**src/rtl/audio_decimator.sv**
```systemverilog
// rtl/audio_decimator.sv - block-average decimator feeding a small FIFO and a start/done handshake
// Samples are summed in groups of DECIMATE, averaged by arithmetic shift, and bits [17:6] of the average are queued.
module audio_decimator #(
  parameter int DECIMATE   = 2,
  parameter int FIFO_DEPTH = 4
) (
  input  logic                          clock,
  input  logic                          reset,
  input  logic                          ready,
  input  logic signed [17:0]            from_codec,
  input  logic                          done,
  output logic                          start,
  output logic signed [11:0]            sample_out,
  output logic [$clog2(FIFO_DEPTH):0]   fifo_count,
  output logic                          overflow
);

  localparam int LOG2D = $clog2(DECIMATE);
  localparam int ACC_W = 18 + LOG2D;
  localparam int PH_W  = (LOG2D > 0) ? LOG2D : 1;
  localparam int PTR_W = $clog2(FIFO_DEPTH);
  localparam int CNT_W = PTR_W + 1;
  localparam logic [PH_W-1:0]  PH_LAST  = PH_W'(DECIMATE - 1);
  localparam logic [CNT_W-1:0] CNT_FULL = CNT_W'(FIFO_DEPTH);

  typedef enum logic [1:0] {IDLE, ISSUE, GUARD, WAIT_DONE} state_t;

  logic signed [ACC_W-1:0] acc_q, acc_d, sum;
  logic [PH_W-1:0]         phase_q, phase_d;
  logic                    wr_pend_q, wr_pend_d;
  logic signed [11:0]      wr_data_q, wr_data_d;
  logic signed [11:0]      mem_q [FIFO_DEPTH];
  logic signed [11:0]      mem_d [FIFO_DEPTH];
  logic [PTR_W-1:0]        wptr_q, wptr_d, rptr_q, rptr_d;
  logic [CNT_W-1:0]        count_q, count_d;
  logic                    overflow_q, overflow_d;
  state_t                  state_q, state_d;
  logic                    start_q, start_d;
  logic signed [11:0]      sample_q, sample_d;
  logic                    rd_en, wr_en, full;

  always_comb begin
    acc_d     = acc_q;
    phase_d   = phase_q;
    wr_pend_d = 1'b0;
    wr_data_d = wr_data_q;
    sum       = acc_q + ACC_W'(from_codec);
    if (ready) begin
      if (phase_q == PH_LAST) begin
        // Average and the [17:6] field selection fold into one arithmetic shift.
        acc_d     = '0;
        phase_d   = '0;
        wr_pend_d = 1'b1;
        wr_data_d = 12'(sum >>> (LOG2D + 6));
      end else begin
        acc_d   = sum;
        phase_d = phase_q + 1'b1;
      end
    end
  end

  always_comb begin
    full       = (count_q == CNT_FULL);
    rd_en      = (state_q == IDLE) && (count_q != '0);
    wr_en      = wr_pend_q && (!full || rd_en);
    overflow_d = overflow_q | (wr_pend_q && full && !rd_en);
    wptr_d     = wr_en ? wptr_q + 1'b1 : wptr_q;
    rptr_d     = rd_en ? rptr_q + 1'b1 : rptr_q;
    mem_d      = mem_q;
    if (wr_en) mem_d[wptr_q] = wr_data_q;
    case ({wr_en, rd_en})
      2'b10:   count_d = count_q + 1'b1;
      2'b01:   count_d = count_q - 1'b1;
      default: count_d = count_q;
    endcase
  end

  always_comb begin
    state_d  = state_q;
    start_d  = 1'b0;
    sample_d = sample_q;
    case (state_q)
      IDLE: begin
        if (rd_en) begin
          sample_d = mem_q[rptr_q];
          start_d  = 1'b1;
          state_d  = ISSUE;
        end
      end
      ISSUE:     state_d = GUARD;
      // Downstream is still lowering done here, so it is not looked at.
      GUARD:     state_d = WAIT_DONE;
      WAIT_DONE: if (done) state_d = IDLE;
      default:   state_d = IDLE;
    endcase
  end

  always_ff @(posedge clock or posedge reset) begin
    if (reset) begin
      acc_q      <= '0;
      phase_q    <= '0;
      wr_pend_q  <= 1'b0;
      wr_data_q  <= '0;
      for (int i = 0; i < FIFO_DEPTH; i++) mem_q[i] <= '0;
      wptr_q     <= '0;
      rptr_q     <= '0;
      count_q    <= '0;
      overflow_q <= 1'b0;
      state_q    <= IDLE;
      start_q    <= 1'b0;
      sample_q   <= '0;
    end else begin
      acc_q      <= acc_d;
      phase_q    <= phase_d;
      wr_pend_q  <= wr_pend_d;
      wr_data_q  <= wr_data_d;
      mem_q      <= mem_d;
      wptr_q     <= wptr_d;
      rptr_q     <= rptr_d;
      count_q    <= count_d;
      overflow_q <= overflow_d;
      state_q    <= state_d;
      start_q    <= start_d;
      sample_q   <= sample_d;
    end
  end

  assign start      = start_q;
  assign sample_out = sample_q;
  assign fifo_count = count_q;
  assign overflow   = overflow_q;

endmodule

```
**config.mk**
```make
export PLATFORM = sky130hd
export DESIGN_NAME = audio_decimator
export DESIGN_NICKNAME = d
export VERILOG_FILES = /design/src/rtl/audio_decimator.sv
export SDC_FILE = /design/constraint.sdc
export NUM_CORES = 1
export LEC_CHECK = 0
export BUFFER_PORTS_ARGS = -buffer_cell sky130_fd_sc_hd__buf_2
export CAP_MARGIN = 10
export CORE_UTILIZATION = 51
export CTS_CLUSTER_SIZE = 20
export DETAILED_ROUTE_END_ITERATION = 8
export PLACE_DENSITY = 0.69
export SLEW_MARGIN = 20
export SYNTH_ARGS = -nofsm -noshare
export SYNTH_HDL_FRONTEND = slang
export SYNTH_SLANG_ARGS = --single-unit
export TNS_END_PERCENT = 50
```
**constraint.sdc**
```tcl
create_clock -name clock -period 4.05 [get_ports clock]
set_input_delay 0.6075 -clock clock [delete_from_list [all_inputs] [get_ports clock]]
set_output_delay 0.6075 -clock clock [all_outputs]
set_load 0.02 [all_outputs]
```
==> reports/summary.txt <==
chip height - 106.0 um
pwr dens - 789.3 mW/mm2
Async SR Flop Fraction - 100.0%
fin crit period - 2.658 ns
Crit. Startpoint - state_q[0]
# port buffers - 38
Leakage - 2.808 nW
H-tree depth - 3
worst r2r dst - fifo_count[2]
critical path endpoint category - register
Initial Util - 52.96%
CP Class - register to register
DRC - 0
Critical Path Fanout Max - 8
first-pass GRT wire length - 18450 um
post-place setup slack - 1.243 ns
fin. max-slew vios - 0
total grt overflow - 0
Clock Path Buffers - 2
crit start category - register
Root Buffer - clkbuf_8
Syn Area/Cell - 11.33 um2
Post-synth top flop - dfrtp_1
Mapped Cells - 487
path depth of the worst reg2reg path - 11
EDFF count, synth - 0
Worst Setup Slack, final - 1.392 ns
Yosys warnings - 0
Antenna Cells - 0
Finish-stage setup viols - 0
Cell variety after synth - 64
clock-pin slew on the worst setup and hold paths - 0.12 ns
Placer Congestion - 0.8420
vias in the first global route - 3745
Final Util - 57.08%
Iter 0 DRT Violations - 205
core area - 0.01042 mm2
wire per inst - 16.54 um
final hold viol count - 0
RSZ-0062 raised after global routing - false
CTS tree - done
area occupied by multi-input gates - 0.002681 mm2
Seq/Total Area, Yosys - 47.18%
initial antenna violation count - 0
post-CTS sizing - 0
vias per cell - 5.714
register area - 0.002603 mm2
DR pass1 iterations - 4
Clock Latency Late Sink - 0.38 ns
slew at the pin closest to its max-slew limit - 0.8568 ns
number of CTS-inserted buffers - 9
Nets - 564
Max-cap violations - 0
Detail Placement HPWL - 7712 um
Peak VDD IR - 0.3840 mV
worst r2r src - state_q[0]
cts hold-fix bufs - 0
Die Width - 106.0 um
crit path DAT - 2.96 ns
Sink Count - 104
Synth Net Count - 538
final wirelength - 10820 um
maximum clock rate - 0.3762 GHz
Worst Path Required - 4.35 ns
total track usage - 20.90%
post-route clock skew - 0.02050 ns
max_slew headroom - 42.67%
P&R area growth vs syn - 7.779%
vias - 3737
largest net degree at the start of global routing - 62
status - finished, final reports clean
synthesized area - 0.005517 mm2
FILL cells - 919
reg2reg setup slack - 1.39 ns
Final ANT Viol Nets - 0
Setup crit end - fifo_count[2]
row count - 37
total die area - 0.01124 mm2
FF+latch count, synth - 104
I/O pin count - 39
fin crit share - 65.63%
total setup buffers inserted after CTS - 0
Hold Path Class - input port to async pin
share of cells above drive strength 1 - 25.29%
TNS Setup - 0 ns
==> through the flow <==
step | hold slack, ns | cell area (um2) | power (W) | instances
global route | 0.4079 | 5946 | 0.005058 | 654
detailed placement | 0.4475 | 5737 | 0.004056 | 638
global placement | 0.4414 | 5737 | 0.003952 | 638
CTS | 0.3788 | 5946 | 0.004726 | 654
floorplan | 0.4419 | 5517 | 0.003605 | 487
finish | 0.3578 | 5946 | 0.004693 | 654
==> report_power, final <==
group	total, W	internal (W)	switching [W]
Clock	0.000664	0.000248	0.000416
Combinational	0.00213	0.000997	0.00113
Sequential	0.00190	0.00152	0.000379
Total	0.00469	0.00276	0.00193
==> layout by cell type (no fill, tap or decap), types with 3 or more instances in the layout <==
cell / instances
a22o_1: 4
mux4_2: 12
clkinv_8: 3
nand3_1: 11
a21oi_1: 22
nand4b_1: 4
nor2_1: 10
mux2_2: 47
xor2_1: 7
nand2_1: 78
xnor2_1: 10
dfrtp_1: 104
nor3_1: 8
o311ai_1: 3
clkbuf_8: 9
buf_2: 38
o2bb2ai_1: 8
o21ai_0: 14
a21o_1: 7
a31oi_1: 4
o211ai_1: 4
o21a_1: 5
o21ai_1: 7
ha_1: 27
inv_1: 18
nor2b_1: 3
==> registers in the layout, summed over array words and instances (netlist names) <==
name	count
wptr_q	2
mem_q	48
phase_q	1
fifo_count	3
sample_out	12
rptr_q	2
acc_q	19
start	1
wr_pend_q	1
overflow	1
state_q	2
wr_data_q	12
==> synth_stat cells, drive strengths merged (4+ instances only) <==
master	n	area share [%]
a22o	4	0.63
mux4	12	4.9
o21ai	23	2.2
a21oi	23	2.2
o211ai	5	0.77
nand2	79	5.4
clkbuf	10	0.68
xor2	7	1.1
ha	27	6.1
nor3	8	0.73
inv	19	1.3
a21o	8	1.1
mux2	48	9.8
nor2	11	0.79
dfrtp	104	47
o2bb2ai	8	1.3
buf	15	2.2
o21a	5	0.68
nand4b	4	0.63
xnor2	10	1.6
a31oi	4	0.45
nand3	11	1.0
==> area by class of cell <==
class                   instances  share of cell area, %
clock buffers                   9                  2.083
clock inverters                 7                  1.431
inverters                      20                  1.305
multi-input cells             338                  45.10
flip-flops and latches        104                  43.77
well taps                     136                  2.862
repair buffers                 40                  3.451
==> worst max-delay path: stages (launching register included) <==
cell,delay (ns)
dfrtp_1,0.38
inv_1,0.08
ha_1,0.23
nor4b_1,0.48
nor2b_1,0.25
inv_1,0.12
ha_1,0.19
inv_1,0.06
fa_1,0.37
xor2_1,0.15
nor2_1,0.11
xor2_1,0.17
==> worst min-delay path by stage <==
stage	from	endpoint	cells after the start
3_5_place_dp	overflow	overflow	1
5_1_grt	reset	wptr_q[1]	2
6_report	reset	wptr_q[1]	2
2_1_floorplan	wr_pend_q	overflow	1
4_1_cts	reset	wptr_q[0]	2
3_3_place_gp	overflow	overflow	1
==> logic make-up after synthesis <==
| kind of cell | count (synthesis) | share of synthesized area (%) |
|---|---|---|
| buffers and inverters | 45 | 4.218 |
| and+or+nand+nor | 131 | 10.96 |
| muxes | 61 | 14.88 |
| DFF | 104 | 47.18 |
| xor gates and xnor gates | 17 | 2.699 |
| adders and majority gates | 29 | 6.850 |
| AOI/OAI and AO/OA | 100 | 13.22 |
==> per-layer routing <==
metal | track usage (%) | share of wire [%] | vias to the layer above
li1 | - | - | 1799
met1 | 27.55 | 47 | 1845
met2 | 35.90 | 50 | 82
met3 | 3.004 | 2.8 | 11
met4 | 6.052 | 1.1 | 0
met5 | 0 | 0 | -
No activity file was read; power rests on OpenSTA's default activity.
